[config.mk]
export PLATFORM = sky130hd
export DESIGN_NAME = fig_04b_block_078_flat
export DESIGN_NICKNAME = d
export VERILOG_FILES = /design/src/rtl/fig_04b_block_078_pkg.sv /design/src/rtl/fig_04b_block_078_if.sv /design/src/rtl/fig_06_block_166.sv /design/src/rtl/fig_04b_block_078.sv /design/src/flat_wrapper.sv
export SDC_FILE = /design/constraint.sdc
export NUM_CORES = 1
export LEC_CHECK = 0
export BUFFER_PORTS_ARGS = -buffer_cell sky130_fd_sc_hd__buf_2
export CAP_MARGIN = 20
export CORE_MARGIN = 3
export CORE_UTILIZATION = 51
export DETAILED_ROUTE_END_ITERATION = 16
export PLACE_DENSITY = 0.72
export SLEW_MARGIN = 20
export SYNTH_ARGS = -nofsm -noshare
export SYNTH_HDL_FRONTEND = slang
export SYNTH_SLANG_ARGS = --single-unit
[constraint.sdc]
create_clock -name clk -period 8.7 [get_ports clk]
set_input_delay 1.305 -clock clk [delete_from_list [all_inputs] [get_ports clk]]
set_output_delay 1.305 -clock clk [all_outputs]
set_load 0.01 [all_outputs]
[src/rtl/fig_04b_block_078_pkg.sv]
// Shared constants and types for the register control block (Fig. 4B block 78)
// and its flag circuit (Fig. 6 block 166).
package fig_04b_block_078_pkg;

  localparam int DATA_W       = 16;
  localparam int NREG_DEF     = 16;
  localparam int ADDR_W       = 4;

  // Register index constants
  localparam int R0           = 0;
  localparam int R15_PC       = 15;

  // Bit positions inside the {OV,S,CY,Z} flags vector
  localparam int FLAG_Z       = 0;
  localparam int FLAG_CY      = 1;
  localparam int FLAG_S       = 2;
  localparam int FLAG_OV      = 3;

  // B prefix state: set by WITH, consumed by the next FROM/TO or plain opcode
  typedef enum logic {
    B_CLEAR = 1'b0,
    B_SET   = 1'b1
  } b_state_e;

  // What an instr_valid edge does to the prefix registers
  typedef enum logic [1:0] {
    ACT_END     = 2'd0,
    ACT_SET_SRC = 2'd1,
    ACT_SET_DST = 2'd2,
    ACT_WITH    = 2'd3
  } pfx_act_e;

  // FROM/TO after WITH become MOVES/MOVE and end the instruction instead of setting a prefix.
  function automatic pfx_act_e prefix_action(input logic is_from, input logic is_to,
                                             input logic is_with, input logic b_set);
    if (is_with)             return ACT_WITH;
    if (is_from && !b_set)   return ACT_SET_SRC;
    if (is_to && !b_set)     return ACT_SET_DST;
    return ACT_END;
  endfunction

endpackage

[src/rtl/fig_04b_block_078_if.sv]
// Decoder, ALU and host-side signals of the register control block, bundled.
// slave = the register block, master = the decoder/ALU/host driving it.
interface fig_04b_block_078_if #(
  parameter int W  = 16,
  parameter int AW = 4
);
  logic [7:0]    instr;
  logic          instr_valid;
  logic          is_from;
  logic          is_to;
  logic          is_with;
  logic          wb_en;
  logic          flag_upd;
  logic          cy_upd;
  logic          ov_upd;
  logic          pc_inc;
  logic [W-1:0]  z;
  logic          cy;
  logic          ov;
  logic [W-1:0]  x;
  logic [W-1:0]  y;
  logic [3:0]    flags;
  logic [W-1:0]  pc;
  logic          go;
  logic          host_we;
  logic [AW-1:0] host_addr;
  logic [W-1:0]  host_wdata;
  logic [W-1:0]  host_rdata;
  logic          host_ack;

  modport slave (
    input  instr, instr_valid, is_from, is_to, is_with, wb_en,
    input  flag_upd, cy_upd, ov_upd, pc_inc, z, cy, ov,
    input  go, host_we, host_addr, host_wdata,
    output x, y, flags, pc, host_rdata, host_ack
  );

  modport master (
    output instr, instr_valid, is_from, is_to, is_with, wb_en,
    output flag_upd, cy_upd, ov_upd, pc_inc, z, cy, ov,
    output go, host_we, host_addr, host_wdata,
    input  x, y, flags, pc, host_rdata, host_ack
  );
endinterface

[src/rtl/fig_06_block_166.sv]
// Flag circuit: registered {OV,S,CY,Z}, each group updated only on an instruction
// edge when its enable is set, otherwise held.
module fig_06_block_166
  import fig_04b_block_078_pkg::*;
#(
  parameter int W = 16
) (
  input  logic         clk,
  input  logic         rst,
  input  logic         upd_en,
  input  logic         flag_upd,
  input  logic         cy_upd,
  input  logic         ov_upd,
  input  logic [W-1:0] z,
  input  logic         cy,
  input  logic         ov,
  output logic [3:0]   flags
);

  logic [3:0] flags_q, flags_d;

  // NOTE: default every always_comb output first so no path can infer a latch.
  always_comb begin
    flags_d = flags_q;
    if (upd_en) begin
      if (flag_upd) begin
        flags_d[FLAG_Z] = (z == '0);
        flags_d[FLAG_S] = z[W-1];
      end
      if (cy_upd) flags_d[FLAG_CY] = cy;
      if (ov_upd) flags_d[FLAG_OV] = ov;
    end
  end

  // NOTE: state registers use non-blocking assignments so all flops sample together.
  always_ff @(posedge clk or posedge rst) begin
    if (rst) flags_q <= '0;
    else     flags_q <= flags_d;
  end

  assign flags = flags_q;

endmodule

[src/rtl/fig_04b_block_078.sv]
// Register control block: R0-R15 (R15 = PC), Sreg/Dreg/B prefix state, ALU operand
// read ports, z writeback, host register access and the flag circuit.
module fig_04b_block_078
  import fig_04b_block_078_pkg::*;
#(
  parameter int           W        = DATA_W,
  parameter int           NREG     = NREG_DEF,
  parameter logic [W-1:0] RESET_PC = '0
) (
  input  logic                  clk,
  input  logic                  rst,
  fig_04b_block_078_if.slave    bus
);

  localparam int AW     = $clog2(NREG);
  localparam int PC_IDX = NREG - 1;

  logic [W-1:0]  regs_q [NREG];
  logic [W-1:0]  regs_d [NREG];
  logic [AW-1:0] sreg_q, sreg_d;
  logic [AW-1:0] dreg_q, dreg_d;
  b_state_e      b_q, b_d;
  logic          host_ack_q, host_ack_d;

  logic [AW-1:0] instr_idx;
  logic          core_wr;
  logic          host_wr;
  pfx_act_e      pfx_act;
  logic          unused_instr_hi;

  assign instr_idx       = bus.instr[AW-1:0];
  assign unused_instr_hi = ^bus.instr[7:AW];
  assign core_wr         = bus.wb_en && bus.instr_valid;
  assign host_wr         = !bus.go && bus.host_we;
  assign pfx_act         = prefix_action(bus.is_from, bus.is_to, bus.is_with, b_q == B_SET);

  // Prefix state: the writeback below still sees the pre-clear dreg_q.
  always_comb begin
    sreg_d = sreg_q;
    dreg_d = dreg_q;
    b_d    = b_q;
    if (bus.instr_valid) begin
      unique case (pfx_act)
        ACT_WITH: begin
          sreg_d = instr_idx;
          dreg_d = instr_idx;
          b_d    = B_SET;
        end
        ACT_SET_SRC: sreg_d = instr_idx;
        ACT_SET_DST: dreg_d = instr_idx;
        default: begin
          sreg_d = '0;
          dreg_d = '0;
          b_d    = B_CLEAR;
        end
      endcase
    end
  end

  // Later assignments take priority: PC increment < host write < core writeback.
  always_comb begin
    regs_d = regs_q;
    if (bus.pc_inc) regs_d[PC_IDX] = regs_q[PC_IDX] + 1'b1;
    if (host_wr)    regs_d[bus.host_addr] = bus.host_wdata;
    if (core_wr)    regs_d[dreg_q] = bus.z;
  end

  assign host_ack_d = host_wr;

  // NOTE: this register file needs a defined reset value per entry, so it is
  // built from flops with a reset loop rather than inferred as a RAM.
  always_ff @(posedge clk or posedge rst) begin
    if (rst) begin
      for (int i = 0; i < NREG; i++) regs_q[i] <= (i == PC_IDX) ? RESET_PC : '0;
      sreg_q     <= '0;
      dreg_q     <= '0;
      b_q        <= B_CLEAR;
      host_ack_q <= 1'b0;
    end else begin
      regs_q     <= regs_d;
      sreg_q     <= sreg_d;
      dreg_q     <= dreg_d;
      b_q        <= b_d;
      host_ack_q <= host_ack_d;
    end
  end

  assign bus.x          = regs_q[sreg_q];
  assign bus.y          = regs_q[instr_idx];
  assign bus.pc         = regs_q[PC_IDX];
  assign bus.host_rdata = regs_q[bus.host_addr];
  assign bus.host_ack   = host_ack_q;

  fig_06_block_166 #(.W(W)) u_flags (
    .clk      (clk),
    .rst      (rst),
    .upd_en   (bus.instr_valid),
    .flag_upd (bus.flag_upd),
    .cy_upd   (bus.cy_upd),
    .ov_upd   (bus.ov_upd),
    .z        (bus.z),
    .cy       (bus.cy),
    .ov       (bus.ov),
    .flags    (bus.flags)
  );

endmodule
[src/flat_wrapper.sv]
// flat-port wrapper written by rule: the top's interface ports become plain ports
module fig_04b_block_078_flat import fig_04b_block_078_pkg::*;
#(
  parameter int           W        = DATA_W,
  parameter int           NREG     = NREG_DEF,
  parameter logic [W-1:0] RESET_PC = '0
)
  (clk, rst, bus_instr, bus_instr_valid, bus_is_from, bus_is_to, bus_is_with, bus_wb_en, bus_flag_upd, bus_cy_upd, bus_ov_upd, bus_pc_inc, bus_z, bus_cy, bus_ov, bus_go, bus_host_we, bus_host_addr, bus_host_wdata, bus_x, bus_y, bus_flags, bus_pc, bus_host_rdata, bus_host_ack);
  fig_04b_block_078_if #(.W(W)) bus_i ();
  input  logic clk;
  input  logic rst;
  input wire logic [$bits(bus_i.instr)-1:0] bus_instr;
  input wire logic [$bits(bus_i.instr_valid)-1:0] bus_instr_valid;
  input wire logic [$bits(bus_i.is_from)-1:0] bus_is_from;
  input wire logic [$bits(bus_i.is_to)-1:0] bus_is_to;
  input wire logic [$bits(bus_i.is_with)-1:0] bus_is_with;
  input wire logic [$bits(bus_i.wb_en)-1:0] bus_wb_en;
  input wire logic [$bits(bus_i.flag_upd)-1:0] bus_flag_upd;
  input wire logic [$bits(bus_i.cy_upd)-1:0] bus_cy_upd;
  input wire logic [$bits(bus_i.ov_upd)-1:0] bus_ov_upd;
  input wire logic [$bits(bus_i.pc_inc)-1:0] bus_pc_inc;
  input wire logic [$bits(bus_i.z)-1:0] bus_z;
  input wire logic [$bits(bus_i.cy)-1:0] bus_cy;
  input wire logic [$bits(bus_i.ov)-1:0] bus_ov;
  input wire logic [$bits(bus_i.go)-1:0] bus_go;
  input wire logic [$bits(bus_i.host_we)-1:0] bus_host_we;
  input wire logic [$bits(bus_i.host_addr)-1:0] bus_host_addr;
  input wire logic [$bits(bus_i.host_wdata)-1:0] bus_host_wdata;
  output wire logic [$bits(bus_i.x)-1:0] bus_x;
  output wire logic [$bits(bus_i.y)-1:0] bus_y;
  output wire logic [$bits(bus_i.flags)-1:0] bus_flags;
  output wire logic [$bits(bus_i.pc)-1:0] bus_pc;
  output wire logic [$bits(bus_i.host_rdata)-1:0] bus_host_rdata;
  output wire logic [$bits(bus_i.host_ack)-1:0] bus_host_ack;
  assign bus_i.instr = bus_instr;
  assign bus_i.instr_valid = bus_instr_valid;
  assign bus_i.is_from = bus_is_from;
  assign bus_i.is_to = bus_is_to;
  assign bus_i.is_with = bus_is_with;
  assign bus_i.wb_en = bus_wb_en;
  assign bus_i.flag_upd = bus_flag_upd;
  assign bus_i.cy_upd = bus_cy_upd;
  assign bus_i.ov_upd = bus_ov_upd;
  assign bus_i.pc_inc = bus_pc_inc;
  assign bus_i.z = bus_z;
  assign bus_i.cy = bus_cy;
  assign bus_i.ov = bus_ov;
  assign bus_i.go = bus_go;
  assign bus_i.host_we = bus_host_we;
  assign bus_i.host_addr = bus_host_addr;
  assign bus_i.host_wdata = bus_host_wdata;
  assign bus_x = bus_i.x;
  assign bus_y = bus_i.y;
  assign bus_flags = bus_i.flags;
  assign bus_pc = bus_i.pc;
  assign bus_host_rdata = bus_i.host_rdata;
  assign bus_host_ack = bus_i.host_ack;
  fig_04b_block_078 #(.W(W), .NREG(NREG), .RESET_PC(RESET_PC)) u_core (.clk(clk), .rst(rst), .bus(bus_i));
endmodule
# == After elaboration in Yosys (flattened, before gate mapping) ==
# Cells that the tools add are included.
# word_totals
inputBits,59
output_inout_bits,69
word_cells,91
reg_bits,270
# classes
n_addsub,1
bitwise_logic,7
eq_ne,3
reduce_logical,18
mux,33
n_lt_le_gt_ge,6
# op_table
operator,n
bitwise mux 256 bit,2
2-to-1 mux 256 bit,2
binary-select mux 16 bit (select 4 bit),3
2-to-1 mux 16 bit,9
demux 16 bit (select 4 bit),2
"greater-or-equal comparator 5 bit, second input constant",4
inverter 4 -> 5 bit,4
"adder 16 x 1 -> 16 bit, second input constant",1
zero test 16 bit,1
case mux 4 bit (2 select lines),2
2-to-1 mux 2 bit,6
AND reduction 2 bit,6
"< comparator 5 x 1 -> 1 bit, second input constant",2
logical AND 1 bit,6
2-to-1 mux 1 bit,6
OR reduction 2 bit,3
"equality test 2 bit, second input constant",2
inverter 1 bit,3
"equality test 2 x 1 -> 1 bit, second input constant",1
zero test 1 bit,2
case mux 1 bit (2 select lines),1

# == Logic depth before layout (Yosys ltp) ==
# logic_depth
depth_word,13
depth_mapped,7
depth_no_buf,6

# == Modules after synthesis ==
# A second synthesis with hierarchy kept.
# unflattened
hier_cells,1604
hier_area_um2,18669.2
# by_module_without_submodules
module,n_inst,cells_per_inst,area_per_inst_um2,seq_area_each_um2
fig_04b_block_078,1,1586,18452.7,6656.4
fig_06_block_166,1,18,216.5,100.1

# == Worst setup path after synthesis ==
# No wires, ideal clock.
# synth_path
kind,in2out
startpoint,input bus_instr[0]
endpoint,output bus_y[0]
cell_stages,4
path_buffers,2
slack_ns,4.594
required_time_ns,7.395
t_arrival_ns,2.801
path_cell_list,buf_4 buf_2 mux4_2 mux4_2
# synth_between
elab_chain_len,4
# synth_lines
element,line,rtl
"start, declared",flat_wrapper.sv:12,input wire logic [$bits(bus_i.instr)-1:0] bus_instr;
inverter 4 -> 5 bit (implied by the code),fig_04b_block_078.sv:89,assign bus.y = regs_q[instr_idx];
binary-select mux 16 bit (select 4 bit),fig_04b_block_078.sv:89,
2-to-1 mux 16 bit (implied by the code) (2 in a row),fig_04b_block_078.sv:89,
"end, declared",flat_wrapper.sv:30,output wire logic [$bits(bus_i.y)-1:0] bus_y;
# No other way between the ends. The select of a mux whose other input is x is not followed.

# == Worst setup path in the final report ==
# layout_path
startpoint,input bus_host_addr[0]
endpoint,output bus_host_rdata[6]
# layout_between
elab_chain_len,4
# layout_lines
element,line,rtl
"start, declared",flat_wrapper.sv:27,input wire logic [$bits(bus_i.host_addr)-1:0] bus_host_addr;
inverter 4 -> 5 bit (implied by the code),fig_04b_block_078.sv:91,assign bus.host_rdata = regs_q[bus.host_addr];
binary-select mux 16 bit (select 4 bit),fig_04b_block_078.sv:91,
2-to-1 mux 16 bit (implied by the code) (2 in a row),fig_04b_block_078.sv:91,
"end, declared",flat_wrapper.sv:33,output wire logic [$bits(bus_i.host_rdata)-1:0] bus_host_rdata;
# No other way between the ends. The select of a mux whose other input is x is not followed.

==> out/metrics.cfg <==
[synth]
synth.distinct_cells=38
yosysSeqAreaShare=0.3600
synth_top_area_cell=dfrtp_1
synthArstFlopShare=1.000
synthCells=1622
synthTopCellsByCount=dfrtp_1, mux2i_1, mux4_2, nand2_1, o21ai_0
synth_area_leaders=dfrtp_1, mux4_2, mux2i_1
synthFlopType=dfrtp_1
avgSynthCellArea_um2=11.57
synth-edff-count=0
yosys_warnings=0
synth_seq_cells=270
yosysTopAreaCellShare=0.3600
syn_area_mm2=0.01877
synth.most_common_cell=dfrtp_1
syn_nets=1682

[die]
num_io_pins=128
die_area_mm2=0.03913
start_util=0.5225
die_x_um=197.8
std_cell_rows=69
fp.dieH_um=197.8
core_mm2=0.03591

[cts]
root_buffer=clkbuf_16
cts_buffer_depth=3
clock-sinks=270
clk_pin_slew_worst_paths_ps=60
clk_latency_ps=580
cts_tree=built
cts_inserted_buffers=30
hold_buffers=0
cts_setup_buffers=0
htreeDepth=1
cts_resized=0

[worst_setup_path]
slowest_delay_ps=770
critPathKind=in -> out
path_cells=buf_4 > buf_4 > mux4_1 > mux4_2 > buf_2
critical_path_arrival_ps=4000
slowest_stage=buf_4
r2r_start=u_core.dreg_q[0]
cp-start-kind=primary input
cp-startpoint=bus_host_addr[0]
cp_max_fo=41
critPathCaptureType=output port
required_ps=7390
crit_top_cell=buf_4

[final_layout]
drive_gt1_frac=0.2842
final.fill_count=2904
final_cells=2099
syn_to_final_growth_pct=8.701
final_core_util=0.5680
finalNetCount=1673

[route]
vias=14730
routed_wl_um=63190
routed_via_density=7.017
wl_per_cell_um=30.10
first_iter_violations=2108
antenna_left=0
drc=0
firstDrtPassIters=7

[global_routing]
grt_max_degree=159
grt_pass1_wl_um=94160
antenna_found_initial=2
grt_pass1_vias=14600
track_usage=0.3233
grt_overflow=0

[sta]
clock-skew-final_ps=18.42
hold_ws_ps=489.6
final_hold_viol_count=0
period_minus_slack_ps=5300
tightest_slew_ps=1141
slew_viol_final=0
period_share=0.6092
slew_headroom=0.2392
rsz0062_at_grt=no
final-setup-viol-count=0
fmax_mhz=188.7
fin_setup_tns_ps=0

[run_status]
status=finished, final reports clean

[hold_path]
hold_path_class=reg -> reg
hold_start=u_core.u_flags.flags[0]

[power]
ir_drop_uv=172.0
p_per_area_mw_per_mm2=271.8
leakagePower_nw=8.852

[placed_design]
port-buffer-count=123
dp.cells=2042
hpwl_um=37050
gp_congestion=0.8826

[job]
maxCapViolCount=0

==> metal layers <==
metal  global-route usage  routed length [um]  vias up
li1                     -                   -     6054
met3              0.09273                8236      226
met5                    0                   0        -
met1               0.4276               22540     7295
met2               0.4974               28770     1153
met4               0.1547                3643        0
==> worst paths after layout <==
kind / cells after the start / end / slack (ps)
max: 5 / bus_host_rdata[6] / 3400
min: 2 / u_core.u_flags.flags[0] / 490
max reg2reg: 4 / u_core.regs_q[84] / 6440
min reg2reg: 2 / u_core.u_flags.flags[0] / 490
max in group asynchronous: 4 / u_core.regs_q[96] / 6230
min in group asynchronous: 3 / u_core.regs_q[241] / 940
==> through the flow <==
stage / cell area (um2) / power (mW) / setup slack, ps
5_1_grt: 20390 / 5.784 / 3244
4_1_cts: 20390 / 5.502 / 3370
3_5_place_dp: 19310 / 4.090 / 3370
6_report: 20400 / 5.544 / 3400
3_3_place_gp: 19310 / 3.982 / 3421
2_1_floorplan: 18770 / 3.510 / 3828
==> where the power goes <==
group	switching, mW	leakage, nW	internal [mW]
Sequential	0.529	3.32	1.70
Clock	0.556	0.529	0.859
Combinational	0.803	5.00	1.10
==> layout make-up <==
cell class | count | area (um2) | area share
antenna | 2 | 5.005 | 0.0002453
clock buffer | 40 | 849.6 | 0.04165
clock inverter | 15 | 230.2 | 0.01129
inverter | 6 | 26.28 | 0.001288
multi-input combinational | 1152 | 11090 | 0.5436
sequential | 270 | 6761 | 0.3315
tap | 461 | 576.8 | 0.02828
timing repair buffer | 153 | 860.8 | 0.04220
==> critical path: cells and delay by family <==
kind | cells | cell delay, ps
multiplexers | 2 | 1210
buffers and inverters | 3 | 1430
==> flip-flops by register name, indices dropped and copies added (netlist names) <==
name,flops
u_core.b_q,1
u_core.bus.host_ack,1
u_core.bus.pc,16
u_core.dreg_q,4
u_core.regs_q,240
u_core.sreg_q,4
u_core.u_flags.flags,4
==> cells in the final DEF, fill, tap and decap left out, types with 7 or more instances in the layout <==
cell type,netlist,routed
buf_2,36,120
mux4_2,228,228
nor2_1,124,119
xnor2_1,7,7
mux2i_1,241,241
nand2_1,184,181
xor2_1,7,7
clkbuf_16,0,31
o21ai_0,164,164
buf_4,24,32
nand2_2,5,8
nor4_1,8,8
dfrtp_1,270,268
a21oi_1,107,107
clkinv_2,0,7
mux4_1,12,12
==> logic make-up after synthesis <==
group | after synthesis | share of synthesized area
compound gates | 286 | 0.07807
xor+xnor | 14 | 0.006534
fa+ha+maj | 1 | 0.0006666
buf+inv | 200 | 0.05160
flops | 270 | 0.3600
mux | 484 | 0.4208
simple gates | 367 | 0.08234
Note: power is estimated with default switching activity, not from simulation.
